--- config.mk ---
export PLATFORM = sky130hd
export DESIGN_NAME = snake_dir_ctrl_flat
export DESIGN_NICKNAME = d
export VERILOG_FILES = /design/src/rtl/snake_dir_if.sv /design/src/rtl/snake_dir_ctrl.sv /design/src/flat_wrapper.sv
export SDC_FILE = /design/constraint.sdc
export NUM_CORES = 1
export LEC_CHECK = 0
export CAP_MARGIN = 20
export CORE_MARGIN = 2
export CORE_UTILIZATION = 60
export DETAILED_ROUTE_END_ITERATION = 8
export HOLD_SLACK_MARGIN = 0.05
export PLACE_DENSITY = 0.89
export SLEW_MARGIN = 25
export SYNTH_ARGS = -nofsm -noshare
export SYNTH_HDL_FRONTEND = slang
export SYNTH_SLANG_ARGS = --single-unit
--- constraint.sdc ---
create_clock -name board_clk -period 8.4 [get_ports board_clk]
set_clock_uncertainty 0.1 [all_clocks]
set_input_delay 1.26 -clock board_clk [delete_from_list [all_inputs] [get_ports board_clk]]
set_output_delay 1.26 -clock board_clk [all_outputs]
set_load 0.005 [all_outputs]
--- src/rtl/snake_dir_if.sv ---
// Bus between the snake direction controller and its surroundings:
// raw buttons and game_over in, conditioned direction and tick out.
interface snake_dir_if;
   logic       btn_up;
   logic       btn_down;
   logic       btn_left;
   logic       btn_right;
   logic       game_over;
   logic [4:0] dir;
   logic       move_tick;
   logic [1:0] turn_pending;
   logic [3:0] btn_level;

   modport master (
      output btn_up, btn_down, btn_left, btn_right, game_over,
      input  dir, move_tick, turn_pending, btn_level
   );

   modport slave (
      input  btn_up, btn_down, btn_left, btn_right, game_over,
      output dir, move_tick, turn_pending, btn_level
   );
endinterface

--- src/rtl/snake_dir_ctrl.sv ---
// Snake input conditioning: button sync/debounce, turn legality filter,
// two-deep turn queue and periodic move_tick generation.
module snake_dir_ctrl #(
   parameter int DEBOUNCE_CYCLES = 500000,
   parameter int TICK_CYCLES     = 2097152
) (
   input  logic       board_clk,
   input  logic       reset,
   snake_dir_if.slave bus
);
   localparam int DW = $clog2(DEBOUNCE_CYCLES + 1);
   localparam int TW = (TICK_CYCLES > 1) ? $clog2(TICK_CYCLES) : 1;
   localparam logic [DW-1:0] DEB_LAST  = DW'(DEBOUNCE_CYCLES - 1);
   localparam logic [DW-1:0] DEB_ONE   = DW'(1'b1);
   localparam logic [TW-1:0] TICK_LAST = TW'(TICK_CYCLES - 1);
   localparam logic [TW-1:0] TICK_ONE  = TW'(1'b1);
   localparam logic [4:0] DIR_INI   = 5'b00001;
   localparam logic [4:0] DIR_UP    = 5'b00010;
   localparam logic [4:0] DIR_DOWN  = 5'b00100;
   localparam logic [4:0] DIR_LEFT  = 5'b01000;
   localparam logic [4:0] DIR_RIGHT = 5'b10000;

   typedef enum logic [0:0] {ST_INI = 1'b0, ST_RUN = 1'b1} state_t;

   function automatic logic [4:0] opposite_dir(input logic [4:0] d);
      case (d)
         DIR_UP:    return DIR_DOWN;
         DIR_DOWN:  return DIR_UP;
         DIR_LEFT:  return DIR_RIGHT;
         DIR_RIGHT: return DIR_LEFT;
         default:   return DIR_INI;
      endcase
   endfunction

   logic [3:0]         raw_s, sync1_r, sync2_r, level_r, level_d_r, rise_s;
   logic [3:0][DW-1:0] deb_cnt_r;
   state_t             state_r, state_nx_s;
   logic [4:0]         dir_r, dir_nx_s, q0_r, q0_nx_s, q1_r, q1_nx_s;
   logic [4:0]         press_dir_s, ref_dir_s;
   logic               press_valid_s, legal_s;
   logic [TW-1:0]      tick_r, tick_nx_s;
   logic               move_tick_r, move_tick_nx_s;
   logic [1:0]         pending_r, pending_nx_s, fill_s;
   logic               wrap_s, deq_s, enq_s;

   assign raw_s  = {bus.btn_right, bus.btn_left, bus.btn_down, bus.btn_up};
   assign rise_s = level_r & ~level_d_r;

   // Two-flop synchronisers and per-button debounce counters
   always_ff @(posedge board_clk or posedge reset) begin
      if (reset) begin
         sync1_r   <= 4'b0000;
         sync2_r   <= 4'b0000;
         level_r   <= 4'b0000;
         level_d_r <= 4'b0000;
         deb_cnt_r <= {(4 * DW){1'b0}};
      end else begin
         sync1_r   <= raw_s;
         sync2_r   <= sync1_r;
         level_d_r <= level_r;
         for (int i = 0; i < 4; i++) begin
            if (sync2_r[i] != level_r[i]) begin
               if (deb_cnt_r[i] == DEB_LAST) begin
                  level_r[i]   <= ~level_r[i];
                  deb_cnt_r[i] <= {DW{1'b0}};
               end else begin
                  deb_cnt_r[i] <= deb_cnt_r[i] + DEB_ONE;
               end
            end else begin
               deb_cnt_r[i] <= {DW{1'b0}};
            end
         end
      end
   end

   // Press priority UP > DOWN > LEFT > RIGHT and legality against the reference direction
   always_comb begin
      press_valid_s = 1'b1;
      if (rise_s[0]) begin
         press_dir_s = DIR_UP;
      end else if (rise_s[1]) begin
         press_dir_s = DIR_DOWN;
      end else if (rise_s[2]) begin
         press_dir_s = DIR_LEFT;
      end else if (rise_s[3]) begin
         press_dir_s = DIR_RIGHT;
      end else begin
         press_dir_s   = DIR_INI;
         press_valid_s = 1'b0;
      end
      case (pending_r)
         2'd1:    ref_dir_s = q0_r;
         2'd2:    ref_dir_s = q1_r;
         default: ref_dir_s = dir_r;
      endcase
      legal_s = press_valid_s && (press_dir_s != ref_dir_s)
                && (press_dir_s != opposite_dir(ref_dir_s));
   end

   // FSM state register
   always_ff @(posedge board_clk or posedge reset) begin
      if (reset) begin
         state_r <= ST_INI;
      end else begin
         state_r <= state_nx_s;
      end
   end

   // FSM next state: game_over always wins
   always_comb begin
      state_nx_s = state_r;
      case (state_r)
         ST_INI: begin
            if (bus.game_over) begin
               state_nx_s = ST_INI;
            end else if (press_valid_s) begin
               state_nx_s = ST_RUN;
            end else begin
               state_nx_s = ST_INI;
            end
         end
         ST_RUN: begin
            if (bus.game_over) begin
               state_nx_s = ST_INI;
            end else begin
               state_nx_s = ST_RUN;
            end
         end
         default: state_nx_s = ST_INI;
      endcase
   end

   // FSM outputs: next direction, queue contents and tick timer
   always_comb begin
      dir_nx_s       = dir_r;
      tick_nx_s      = tick_r;
      move_tick_nx_s = 1'b0;
      q0_nx_s        = q0_r;
      q1_nx_s        = q1_r;
      pending_nx_s   = pending_r;
      wrap_s         = 1'b0;
      deq_s          = 1'b0;
      enq_s          = 1'b0;
      fill_s         = pending_r;
      case (state_r)
         ST_INI: begin
            tick_nx_s    = {TW{1'b0}};
            pending_nx_s = 2'd0;
            if (bus.game_over) begin
               dir_nx_s = DIR_INI;
            end else if (press_valid_s) begin
               dir_nx_s = press_dir_s;
            end else begin
               dir_nx_s = DIR_INI;
            end
         end
         ST_RUN: begin
            if (bus.game_over) begin
               dir_nx_s     = DIR_INI;
               tick_nx_s    = {TW{1'b0}};
               pending_nx_s = 2'd0;
               q0_nx_s      = DIR_INI;
               q1_nx_s      = DIR_INI;
            end else begin
               wrap_s         = (tick_r == TICK_LAST);
               tick_nx_s      = wrap_s ? {TW{1'b0}} : tick_r + TICK_ONE;
               move_tick_nx_s = wrap_s;
               deq_s          = wrap_s && (pending_r != 2'd0);
               if (deq_s) begin
                  dir_nx_s = q0_r;
                  q0_nx_s  = q1_r;
               end else begin
                  dir_nx_s = dir_r;
               end
               // a dequeue on this edge frees a slot for a same-cycle press
               fill_s = pending_r - {1'b0, deq_s};
               enq_s  = legal_s && ((pending_r != 2'd2) || deq_s);
               if (enq_s) begin
                  if (fill_s == 2'd0) begin
                     q0_nx_s = press_dir_s;
                  end else begin
                     q1_nx_s = press_dir_s;
                  end
                  pending_nx_s = fill_s + 2'd1;
               end else begin
                  pending_nx_s = fill_s;
               end
            end
         end
         default: begin
            dir_nx_s     = DIR_INI;
            tick_nx_s    = {TW{1'b0}};
            pending_nx_s = 2'd0;
            q0_nx_s      = DIR_INI;
            q1_nx_s      = DIR_INI;
         end
      endcase
   end

   // Datapath registers
   always_ff @(posedge board_clk or posedge reset) begin
      if (reset) begin
         dir_r       <= DIR_INI;
         tick_r      <= {TW{1'b0}};
         move_tick_r <= 1'b0;
         q0_r        <= DIR_INI;
         q1_r        <= DIR_INI;
         pending_r   <= 2'd0;
      end else begin
         dir_r       <= dir_nx_s;
         tick_r      <= tick_nx_s;
         move_tick_r <= move_tick_nx_s;
         q0_r        <= q0_nx_s;
         q1_r        <= q1_nx_s;
         pending_r   <= pending_nx_s;
      end
   end

   assign bus.dir          = dir_r;
   assign bus.move_tick    = move_tick_r;
   assign bus.turn_pending = pending_r;
   assign bus.btn_level    = level_r;
endmodule

--- src/flat_wrapper.sv ---
// flat-port wrapper written by rule: the top's interface ports become plain ports
module snake_dir_ctrl_flat 
#(
   parameter int DEBOUNCE_CYCLES = 500000,
   parameter int TICK_CYCLES     = 2097152
)
  (board_clk, reset, bus_btn_up, bus_btn_down, bus_btn_left, bus_btn_right, bus_game_over, bus_dir, bus_move_tick, bus_turn_pending, bus_btn_level);
  snake_dir_if bus_i ();
  input  logic board_clk;
  input  logic reset;
  input wire logic [$bits(bus_i.btn_up)-1:0] bus_btn_up;
  input wire logic [$bits(bus_i.btn_down)-1:0] bus_btn_down;
  input wire logic [$bits(bus_i.btn_left)-1:0] bus_btn_left;
  input wire logic [$bits(bus_i.btn_right)-1:0] bus_btn_right;
  input wire logic [$bits(bus_i.game_over)-1:0] bus_game_over;
  output wire logic [$bits(bus_i.dir)-1:0] bus_dir;
  output wire logic [$bits(bus_i.move_tick)-1:0] bus_move_tick;
  output wire logic [$bits(bus_i.turn_pending)-1:0] bus_turn_pending;
  output wire logic [$bits(bus_i.btn_level)-1:0] bus_btn_level;
  assign bus_i.btn_up = bus_btn_up;
  assign bus_i.btn_down = bus_btn_down;
  assign bus_i.btn_left = bus_btn_left;
  assign bus_i.btn_right = bus_btn_right;
  assign bus_i.game_over = bus_game_over;
  assign bus_dir = bus_i.dir;
  assign bus_move_tick = bus_i.move_tick;
  assign bus_turn_pending = bus_i.turn_pending;
  assign bus_btn_level = bus_i.btn_level;
  snake_dir_ctrl #(.DEBOUNCE_CYCLES(DEBOUNCE_CYCLES), .TICK_CYCLES(TICK_CYCLES)) u_core (.board_clk(board_clk), .reset(reset), .bus(bus_i));
endmodule
* Yosys cells after proc, flatten, opt, wreduce, memory -nomap -nowiden *
Index checks and enable logic that the tools add are counted.

word-level totals
  bits in registers = 132
  bits of input ports = 7
  logic and storage cells = 107

operators by class
  add/subtract/negate cells = 7
  equal/unequal tests = 20
  muxes and demuxes = 42
  bitwise operators = 7
  reductions and logical operators = 13

operator list
  operator                                       count
  two-way mux 19 bit                             8
  adder 19 x 1 -> 19 bit, second input constant  4
  == test 19 bit, second input constant          4
  two-way mux 5 bit                              15
  two-way mux 21 bit                             2
  one-hot mux 21 bit (2 select lines)            1
  adder 21 x 1 -> 21 bit, second input constant  1
  == test 21 bit, second input constant          1
  one-hot mux 5 bit (2 select lines)             2
  one-hot mux 5 bit (4 select lines)             1
  != test 5 bit                                  2
  two-way mux 1 bit                              9
  AND reduction 2 bit                            4
  == test 5 x 2 -> 1 bit, second input constant  1
  == test 5 x 3 -> 1 bit, second input constant  1
  == test 5 x 4 -> 1 bit, second input constant  1
  == test 5 bit, second input constant           1
  inverter 1 bit                                 5
  bitwise AND 4 bit                              1
  logical AND 1 bit                              4
  two-way mux 2 bit                              2
  != test 1 bit                                  4
  != test 2 bit, second input constant           2
  inverter 4 bit                                 1
  11 further kinds                               12

* Depth between registers and ports, before layout *
Gate-level depths: netlist of run 1.

  depth after elaboration = 13
  mapped depth = 11
  gate-level depth less buffers = 11

* Worst setup path after synthesis of run 1 *
Ideal clock, no wire load.

  path type = reg2reg
  start = reg u_core.tick_r[0]
  end = reg u_core.q1_r[1]
  library setup time = 122 ps
  arrival = 2819 ps
  setup slack = 5360 ps
  cell stages (with the launch flop) = 10
  buffers on the path = 0
  clock period less this slack = 3040 ps
  cells stage by stage = dfrtp_1 ha_1 nand2_1 nor4_4 inv_1 nor3_1 ha_1 ha_1 or4_4 a32o_1

on the way
  longest elaborated chain between the ends = 6
  elaborated cells on any way between the ends = 9
  those cells by class = add/sub: 1; eq/ne: 2; reduce/logical: 6

RTL lines
  item                                                                         line                                          source
  start, declared                                                              snake_dir_ctrl.sv:41                          logic [TW-1:0] tick_r, tick_nx_s;
  start signal, assigned                                                       snake_dir_ctrl.sv:204                         tick_r <= {TW{1'b0}};
  start signal, assigned                                                       snake_dir_ctrl.sv:211                         tick_r <= tick_nx_s;
  == test 21 bit (*)                                                           snake_dir_ctrl.sv:165                         wrap_s = (tick_r == TICK_LAST);
  logical AND 1 bit (*)                                                        snake_dir_ctrl.sv:168                         deq_s = wrap_s && (pending_r != 2'd0);
  subtractor 2 x 1 -> 2 bit / logical OR 1 bit (equally long branches)         snake_dir_ctrl.sv:176, snake_dir_ctrl.sv:177
  zero test 2 bit / logical AND 1 bit (equally long branches)                  snake_dir_ctrl.sv:179, snake_dir_ctrl.sv:177
  != test 2 bit (no source line) / nonzero test 2 bit (equally long branches)  n/a
  AND reduction 3 bit (no source line) (*)                                     n/a
  end signal, assigned                                                         snake_dir_ctrl.sv:214                         q1_r <= q1_nx_s;
  end, declared                                                                snake_dir_ctrl.sv:38                          logic [4:0] dir_r, dir_nx_s, q0_r, q0_nx_s, q1_r, q1_nx_s;

Mark *: on every way between the ends. The rest lies on a longest branch, timed or not.
A chain may end at the register's enable or synchronous reset.

* Worst setup path after layout of run 1 *
Ends and elaborated chain as after synthesis.

==> results.md, run 1 <==
* Outcome: completed
* Max-cap violation count at 0
* Detail Route Antenna Nets at 0
* Final Wtd Congestion at 0.858
* Rel. slew slack at around 41%
* Asr flop ratio synth at 100%
* Num Clock Sinks at approximately 130
* Sequential Area at 0.00331 sq mm
* Die ar. at roughly 0.012 sq mm
* PD cells at 199 mW/mm^2
* Bufs on Longest Clock Path at 2
* Postcts setup bufs at 0
* Setup crit end kind: flip-flop
* Maximum fanout along the worst path at 7
* Core Area at 0.0103 sq mm
* Post-synthesis register bit count at 132
* Port Buffers at 18
* Multi-input gate area at 0.00296 sq mm
* Synthesis Warnings at 0
* Period utilisation layout at 40.8%
* DR iter-0 viols at 384
* Reg2reg start: u_core.tick_r[0]
* Row count at 37
* EDFF count, synth at 0
* Fillers at 732
* Die Wd at around 110 um
* Die Ht at between 100 and 150 um
* Clock Root Buffer: clkbuf_8
* Reg2reg setup slack at 4970 ps
* CTS HTree Levels at 4
* Dpl hpwl at 8610 um
* Logic pwr share at 2.7%
* Sequential share of the synthesized area at 51.7%
* Psw at between 300 and 400 uW
* Wirelength, routed at 13500 um
* Final layout net count at 684
* Pre-CTS setup slack at ~5000 ps
* Via density at 5.85
* RSZ-0062 raised after global routing: no
* DR vias at 4771
* Vias in the first global route at 4916
* Remaining global-route overflow at 0
* Switching Share at 20.9%
* Number of remaining DRC errors at 0
* WL per Instance at 16.6 um
* Antenna diode count at 0
* Synth Area in Compound Gates at 6.41%
* Worst setup path class: flip-flop to flip-flop
* Fin. max-slew vios at 0
* Post-synth net total at approximately 670
* Cell Count, Final, Fillers Out at roughly 820
* Design area at 0.00730 sq mm
* Layout area overhead at 14.0%
* Hold WC Path Type: flip-flop to flip-flop
* Synth Flop Type: dfrtp_1
* R2R cell count at 9
* XOR/XNOR Fraction of Synth Area at between 10 and 15%
* HP Start: u_core.sync1_r[0]
* Hold Buf Count CTS at 0
* First-pass GRT wire length at about 23000 um
* DR pass1 iterations at 7
* Post-Synth Simple-Gate Area at 23.9%
* Layout cells sized above 1 at 8.38%
* GRT Overall Usage at 25.7%
* Mapped Cells at approximately 650
* Worst vdd ir at around 0.17 mV
* Endpoints failing setup at 0
* Hold depth at 0
* Startpoint types: flip-flop
* CTS buffer count at 17
* Cell Area, Synth at 0.00640 sq mm
* Syn_area_per_cell at 9.88 sq um
* Clk Latency, worst-skew pair at 530 ps
* Int Pwr at 1150 uW
* Worst-path clk slew at 60 ps
* Fin worst setup slack at 4970 ps
* Worst flop-to-flop path endpoint: u_core.q1_r[1]
* Final Hold Fails at 0
* CTS tree: yes
* Maximum clock rate at ~300 MHz
* Critical Path RT at approximately 8700 ps
* Antenna violations before repair at 0
* Top Ports at 19
* Setup TNS at 0 ps
* Placed Instances at 784
* Worst Hold End: u_core.sync2_r[0]
* CP arrival at 3750 ps
* Initial core utilization at 62.0%
* Worst slew pin tran at 874 ps
* Placement Cell Area at 0.00669 sq mm
* Adder-Cell Fraction of Synth Area at 1.95%
* # resized after CTS at 0
* Portion of netlist area occupied by mux cells at around 2.0%
* Yosys cell types at 52
* Seq pwr share at 45.1%
* Pin count of the biggest net entering global routing at 70
* Clk pwr share at about 52%
* Static leakage at about 0.0031 uW
* Largest family of logic cells by synthesized area: simple AND/OR/NAND/NOR gates
* Tmin final at 3430 ps
## power by group through the flow
stage	clock [uW]	combinational, uW	sequential [uW]
2_1_floorplan	0	30.2	663
3_3_place_gp	0	38.2	665
3_5_place_dp	0	40.2	665
4_1_cts	767	40.7	654
5_1_grt	795	45.8	655
6_report	758	39.8	655
## per-layer routing
layer / up-vias / wire [um] / track usage (%)
li1: 2250 / - / -
met1: 2364 / 5650 / 31.0
met2: 121 / 7030 / 43.9
met3: 36 / 541 / 6.54
met4: 0 / 291 / 10.8
met5: - / 0 / 0
## cell families (layout without fill, tap and decap cells)
logic type,after synthesis,count (layout)
adder cells (fa/ha/maj),10,10
flip-flops,132,132
XOR/XNOR,88,88
AND/OR/NAND/NOR,310,310
buffers and inverters,34,66
multiplexers,12,12
AO/OA/AOI/OAI,62,62
## state kept, by name (all words and copies together) (netlist names)
name and flops:
u_core.deb_cnt_r 76, u_core.tick_r 21, u_core.bus.dir 5, u_core.q0_r 5
u_core.q1_r 5, u_core.bus.btn_level 4, u_core.level_d_r 4, u_core.sync1_r 4
u_core.sync2_r 4, u_core.bus.turn_pending 2, u_core.bus.move_tick 1, u_core.state_r 1
## per-stage QoR
step,power (uW),hold slack (ps),utilization [%]
2_1_floorplan,694,231,-
3_3_place_gp,703,232,64.8
3_5_place_dp,705,237,64.8
4_1_cts,1460,250,70.7
5_1_grt,1500,263,70.7
6_report,1450,251,70.7
## cell usage in the layout (no fill, tap or decap), types with 12 or more instances in the layout
master,netlist,final
a21oi_1,19,19
and3_1,13,13
nand4_1,14,14
nand3_1,38,38
nand2_1,49,49
dfrtp_1,129,129
nor2_1,122,122
inv_1,15,14
o21ai_0,12,12
clkbuf_16,0,16
xor2_1,50,50
xnor2_1,38,38
nor3_1,16,16
clkdlybuf4s50_1,0,18
## synthesized netlist by cell type (all sizes together), types with 7 or more instances
cell / count / area [sq um]
ha: 10 / 125
nand2: 49 / 184
a21oi: 20 / 104
nor3: 16 / 80.1
o21ai: 13 / 68.8
dfrtp: 129 / 3230
or3: 9 / 56.3
xnor2: 38 / 333
nand4: 14 / 87.6
inv: 15 / 56.3
and3: 13 / 81.3
nor2: 122 / 458
clkbuf: 16 / 60.1
mux2: 8 / 90.1
xor2: 50 / 438
nand3: 39 / 200
nor4: 7 / 58.8
## worst max-delay path: stages, from the launching register on
cell and delay [ps]:
dfrtp_1 410, ha_1 230, nand2_1 140, nor4_4 560
inv_1 120, nor3_1 280, ha_1 320, ha_1 300
or4_4 600, a32o_1 260
## area by class of cell
type | instances | area share (%)
inverters | 15 | 0.806
flip-flops and latches | 132 | 45.3
well taps | 136 | 2.33
repair buffers | 19 | 2.57
clock buffers | 23 | 6.67
multi-input cells | 482 | 40.6
clock inverters | 9 | 1.71
## worst max path at each step
| stage | startpoint | end | slack, ps | cells after the start |
|---|---|---|---|---|
| floorplan | reset | u_core.bus.btn_level[0] | 3520 | 1 |
| global placement | reset | u_core.deb_cnt_r[50] | 5150 | 3 |
| detailed placement | u_core.tick_r[0] | u_core.q1_r[1] | 5020 | 9 |
| CTS | u_core.tick_r[0] | u_core.q1_r[1] | 4970 | 9 |
| global route | u_core.tick_r[0] | u_core.q0_r[0] | 4710 | 10 |
| finish | u_core.tick_r[0] | u_core.q1_r[1] | 4970 | 9 |
Note: power is estimated with default switching activity, not from simulation.
==> inputs of run 2 (changes only) <==
--- a/config.mk
+++ b/config.mk
@@ -7,10 +7,10 @@
 export LEC_CHECK = 0
 export CAP_MARGIN = 20
 export CORE_MARGIN = 2
-export CORE_UTILIZATION = 60
+export CORE_UTILIZATION = 56
 export DETAILED_ROUTE_END_ITERATION = 8
 export HOLD_SLACK_MARGIN = 0.05
-export PLACE_DENSITY = 0.89
+export PLACE_DENSITY = 0.87
 export SLEW_MARGIN = 25
 export SYNTH_ARGS = -nofsm -noshare
 export SYNTH_HDL_FRONTEND = slang
==> constraint.sdc (replaced) <==
create_clock -name board_clk -period 3.1 [get_ports board_clk]
set_clock_uncertainty 0.1 [all_clocks]
set_input_delay 0.465 -clock board_clk [delete_from_list [all_inputs] [get_ports board_clk]]
set_output_delay 0.465 -clock board_clk [all_outputs]
set_load 0.005 [all_outputs]
==> run 2 against run 1 <==
Non-clock buffer count increased by 15; design area increased by 1.7%; routed wire length increased by 0.47%; setup slack got worse by 4800 ps; combinational power increased to 2.9 times the previous value; fmax increased by 16%; highest routed layer unchanged.
==> results.md, run 2 (same netlist as run 1, synthesis figures left out) <==
* Outcome: completed
* Wirelength, routed at 13600 um
* Period utilisation layout at 94.9%
* DR iter-0 viols at 400
* Most frequent cells in the layout: dfrtp_1, nor2_1, xor2_1, nand2_1
* Worst vdd ir at 0.728 mV
* Critical Path RT at 3310 ps
* Hold Buf Count CTS at 0
* Met2 routed WL at between 6000 and 7000 um
* Tmin final at ~2900 ps
* Hold WC Path Type: flip-flop to flip-flop
* Number of remaining DRC errors at 0
* CTS buffer count at 17
* Layout area overhead at 15.9%
* Critical path's slowest cell: or4_1
* Worst slew pin tran at 594 ps
* Core Area at about 0.011 sq mm
* Most common cell after layout, fill and taps aside: dfrtp_1
* DR vias at just under 5000
* Crit-path leading delay family: compound AO/OA/AOI/OAI gates
* Num Clock Sinks at 132
* Cell Count, Final, Fillers Out at 838
* Die Ht at 111 um
* Maximum clock rate at 340 MHz
* Remaining global-route overflow at 0
* Reg2reg setup slack at between 150 and 200 ps
* CTS HTree Levels at 4
* Buf+Inv Stages, Crit Path at 2
* Fin. max-slew vios at 0
* WL per Instance at 16.2 um
* Via density at 5.86
* Layout cells sized above 1 at 11.2%
* First-pass GRT wire length at 23100 um
* Fillers at 800
* Top flop regs: u_core.deb_cnt_r (76), u_core.tick_r (21)
* Die ar. at approximately 0.012 sq mm
* PD cells at 508 mW/mm^2
* Antenna diode count at 0
* Row count at 39
* GRT Overall Usage at 23.3%
* Largest register by flop count: u_core.deb_cnt_r
* Util after Layout at 65.9%
* Startpoint types: flip-flop
* Final Hold Fails at 0
* Rel. slew slack at between 60% and 70%
* Initial core utilization at a little under three fifths
* Worst setup path class: flip-flop to flip-flop
* Max-cap violation count at 0
* Final layout net count at 700
* Detail Route Antenna Nets at 0
* Met1 Wirelength at 5700 um
* DR top layer: met4
* Port Buffers at 18
* Clk Latency, worst-skew pair at 420 ps
* Final Wtd Congestion at between 0.9 and 1
* Dpl hpwl at 8910 um
* Maximum fanout along the worst path at 6
* CP arrival at 3150 ps
* Die Wd at 111 um
* CTS tree: yes
* Worst-path clk slew at 60 ps
* Vias in the first global route at 4919
* Static leakage at 0.00316 uW
* Wire length on met3 at 689 um
* DR pass1 iterations at 6
* Largest register FFs at 76
* Setup TNS at 0 ps
* Top Ports at 19
* Antenna violations before repair at 0
* Clock Root Buffer: clkbuf_16
* Worst-path cell chain: inv_1, ha_1, a22o_1, mux2i_1, or4_1, a211oi_2, o211a_2, nor3b_1, buf_4, o31ai_1
* CP peak stage delay at 540 ps
* Pin count of the biggest net entering global routing at 49
* Placed Instances at about 800
* Bufs on Longest Clock Path at 2
* Setup crit end kind: flip-flop
* Endpoints failing setup at 0
## run 2: power by group
group	leakage (uW)	switching (uW)	total (uW)	internal, uW
clock	0.000279	742	1880	1140
sequential	0.00180	25.4	1780	1750
combinational	0.00108	74.9	117	41.6
total	0.00316	842	3770	2930
## run 2: layout make-up
cell class              count  area [sq um]  area share (%)
flip-flops and latches    132          3310            44.5
clock buffers              19           453            6.10
inverters                  15          60.1           0.809
multi-input cells         483          2990            40.3
clock inverters            12           106            1.43
repair buffers             34           325            4.38
well taps                 143           179            2.41
## run 2: routing by layer
metal  vias up  GRT usage [%]
met5         -              0
met2       156           38.4
met1      2410           29.6
li1       2295              -
met4         0           9.83
met3        46           5.80
## run 2: repair_timing
item / 4_1_cts / 5_1_grt
setup buffers: 0 / 4
gates resized for setup: 0 / 6
endpoints found under the hold margin: 0 / 0
setup endpoints to repair: 0 / 10
## run 2: final timing paths
| check | cells past startpoint | startpoint | end |
|---|---|---|---|
| hold / removal | 0 | u_core.sync1_r[1] | u_core.sync2_r[1] |
| hold reg to reg | 0 | u_core.sync1_r[1] | u_core.sync2_r[1] |
| min in group asynchronous | 2 | reset | u_core.deb_cnt_r[72] |
| setup / recovery | 10 | u_core.bus.turn_pending[0] | u_core.q0_r[2] |
| max in group asynchronous | 3 | reset | u_core.q0_r[0] |
| setup reg to reg | 10 | u_core.bus.turn_pending[0] | u_core.q0_r[2] |
## run 2: through the flow
step | instance area (sq um) | setup WS [ps] | hold slack, ps | total power [uW]
final | 7420 | 158 | 248 | 3770
after global routing | 7420 | -62.9 | 264 | 3900
after CTS | 7360 | 24.1 | 251 | 3800
after detailed placement | 6810 | 37.9 | 238 | 1920
after global placement | 6810 | 177 | 233 | 1910
after floorplan | 6410 | 59.7 | 231 | 1880
==> inputs of run 3 (changes only) <==
--- a/config.mk
+++ b/config.mk
@@ -11,6 +11,7 @@
 export DETAILED_ROUTE_END_ITERATION = 8
 export HOLD_SLACK_MARGIN = 0.05
 export PLACE_DENSITY = 0.87
+export SETUP_SLACK_MARGIN = 0.5
 export SLEW_MARGIN = 25
 export SYNTH_ARGS = -nofsm -noshare
 export SYNTH_HDL_FRONTEND = slang
==> run 3 against run 2 <==
Setup slack improved by 250 ps; first-iteration DRC count increased by 28%; sequential cell count unchanged; register-to-register slack improved by 250 ps; critical path depth decreased by 1; clock power increased by 7%; count of clock-buffer cells in the layout increased by 4; core utilization increased by 2.1 points; design area increased by 3.3%; global-route usage increased by 1.8 points; routed wire length increased by 8.1%; non-clock buffer count increased by 11; critical endpoint is now u_core.q1_r[1]; largest power group unchanged; highest routed layer unchanged.
==> results.md, run 3 (same netlist as run 1, synthesis figures left out) <==
* Outcome: completed
* Critical path's slowest cell: or4_4
* Antenna violations before repair at 0
* DR vias at slightly below 5000
* Worst-path cell chain: inv_2, ha_4, nor2_2, a21oi_2, xor2_1, a31o_2, o211a_1, or4_4, a32o_1
* GRT Overall Usage at 25.1%
* Reg2reg setup slack at ~400 ps
* CP arrival at roughly 2900 ps
* Worst-path clk slew at 60 ps
* Via density at 5.86
* Die ar. at 0.0123 sq mm
* Final Hold Fails at 0
* Busiest grt layer: met2
* Setup crit end kind: flip-flop
* Worst flop-to-flop path endpoint: u_core.q1_r[1]
* CTS tree: yes
* Rel. slew slack at 60.8%
* CTS buffer count at 17
* Row count at 39
* Clk Latency, worst-skew pair at 420 ps
* CP Depth at 9
* First-pass GRT wire length at 24800 um
* Maximum fanout along the worst path at 6
* WL per Instance at 17.3 um
* Final layout net count at 710
* Setup crit start: u_core.bus.turn_pending[1]
* DR pass1 iterations at 5
* Top flop regs: u_core.deb_cnt_r (76), u_core.tick_r (21)
* Worst vdd ir at 0.485 mV
* Tmin final at 2700 ps
* Top Ports at 19
* Maximum clock rate at about 370 MHz
* Detail Route Antenna Nets at 0
* Worst slew pin tran at between 500 and 600 ps
* Die Wd at 111 um
* Period utilisation layout at 87.0%
* Remaining global-route overflow at 0
* Design area at 0.00766 sq mm
* Static leakage at 0.00325 uW
* Endpoints failing setup at 0
* Die Ht at 111 um
* Max-cap violation count at 0
* Largest register FFs at 76
* Wirelength, routed at 14700 um
* Hold Buf Count CTS at 0
* Initial core utilization at 56.8%
* Dpl hpwl at ~9100 um
* Crit-path leading delay family: compound AO/OA/AOI/OAI gates
* Vias in the first global route at 5205
* Antenna diode count at 0
* Critical Path RT at roughly 3300 ps
* Met3 usage at under 10%
* GR Util met1 at a little under 30%
* DR iter-0 viols at 513
* Num Clock Sinks at 132
* Util after Layout at 68.0%
* Final Wtd Congestion at 0.912
* Fin. max-slew vios at 0
* Layout area overhead at 19.7%
* CTS HTree Levels at 4
* Pin count of the biggest net entering global routing at 60
* Most common cell after layout, fill and taps aside: dfrtp_1
* WHS at ~250 ps
* Most frequent cells in the layout: dfrtp_1, nor2_1, xor2_1, nand2_1, nand3_1
* Clock Root Buffer: clkbuf_16
* Bufs on Longest Clock Path at 2
* R2R cell count at 9
* Layout cells sized above 1 at ~15%
* Placement Cell Area at 0.00683 sq mm
* Startpoint types: flip-flop
* PD cells at 510 mW/mm^2
* Largest register by flop count: u_core.deb_cnt_r
* Core Area at 0.0113 sq mm
* CP peak stage delay at a little under 600 ps
* Crit path to: u_core.q1_r[1]
* Reg2reg start: u_core.bus.turn_pending[1]
* Hold WC Path Type: flip-flop to flip-flop
* Port Buffers at 18
* Worst setup path class: flip-flop to flip-flop
* RSZ-0062 raised after global routing: yes
* Setup TNS at 0 ps
* Number of remaining DRC errors at 0
* Tot Pwr at 3910 uW
* Met2 usage at 43.1%
* Buf+Inv Stages, Crit Path at 1
## run 3: cell count changes in the layout (fill, tap and decap cells not counted), moves of 3 or more
cell	delta
buf_4	+10
clkbuf_8	+3
inv_2	+3
ha_1	-4
ha_4	+5
inv_1	-3
## run 3: metrics by stage
stage                     cells  setup WS [ps]
after floorplan             648            365
after global placement      802            283
after detailed placement    802            166
after CTS                   844            477
after global routing        848            339
final                       848            404
## run 3: timing repair
action / in CTS / in global routing
hold endpoints to repair: 0 / 0
cloned: 0 / 0
buffers inserted: 11 / 4
gates resized for setup: 19 / 6
endpoints found under the setup margin: 12 / 12
pin swaps: 7 / 5
## run 3: final cells by class
| class | instances | area [sq um] |
|---|---|---|
| clock buffers | 23 | 498 |
| well taps | 143 | 179 |
| fillers | 778 | 3610 |
| inverters | 15 | 60.1 |
| multi-input cells | 482 | 3120 |
| flip-flops and latches | 132 | 3310 |
| repair buffers | 45 | 405 |
| clock inverters | 8 | 98.8 |
## run 3: worst min path at each step
stage | start | endpoint | slack (ps) | depth (start not counted)
final | u_core.sync1_r[0] | u_core.sync2_r[0] | 250 | 0
after global routing | u_core.sync1_r[2] | u_core.sync2_r[2] | 260 | 0
after CTS | u_core.sync1_r[0] | u_core.sync2_r[0] | 250 | 0
after detailed placement | u_core.sync1_r[3] | u_core.sync2_r[3] | 240 | 0
after global placement | u_core.sync1_r[2] | u_core.sync2_r[2] | 230 | 0
after floorplan | u_core.sync1_r[0] | u_core.sync2_r[0] | 230 | 0
## run 3: where the power goes
group / switching [uW] / internal, uW / total, uW
logic: 74.5 / 42.1 / 117
clock network: 736 / 1280 / 2020
registers: 26.5 / 1750 / 1780
## run 3: worst register-to-register path, stage by stage (launching register included)
cell and delay, ps:
dfrtp_1 380, inv_2 90, ha_4 340, nor2_2 60, a21oi_2 240, xor2_1 120
a31o_2 250, o211a_1 160, or4_4 590, a32o_1 250
## run 3: layer usage
| metal | part of all wire [%] | vias up |
|---|---|---|
| met3 | 5.9 | 49 |
| li1 | - | 2306 |
| met5 | 0 | - |
| met2 | 52 | 159 |
| met4 | 2.8 | 0 |
| met1 | 39 | 2455 |
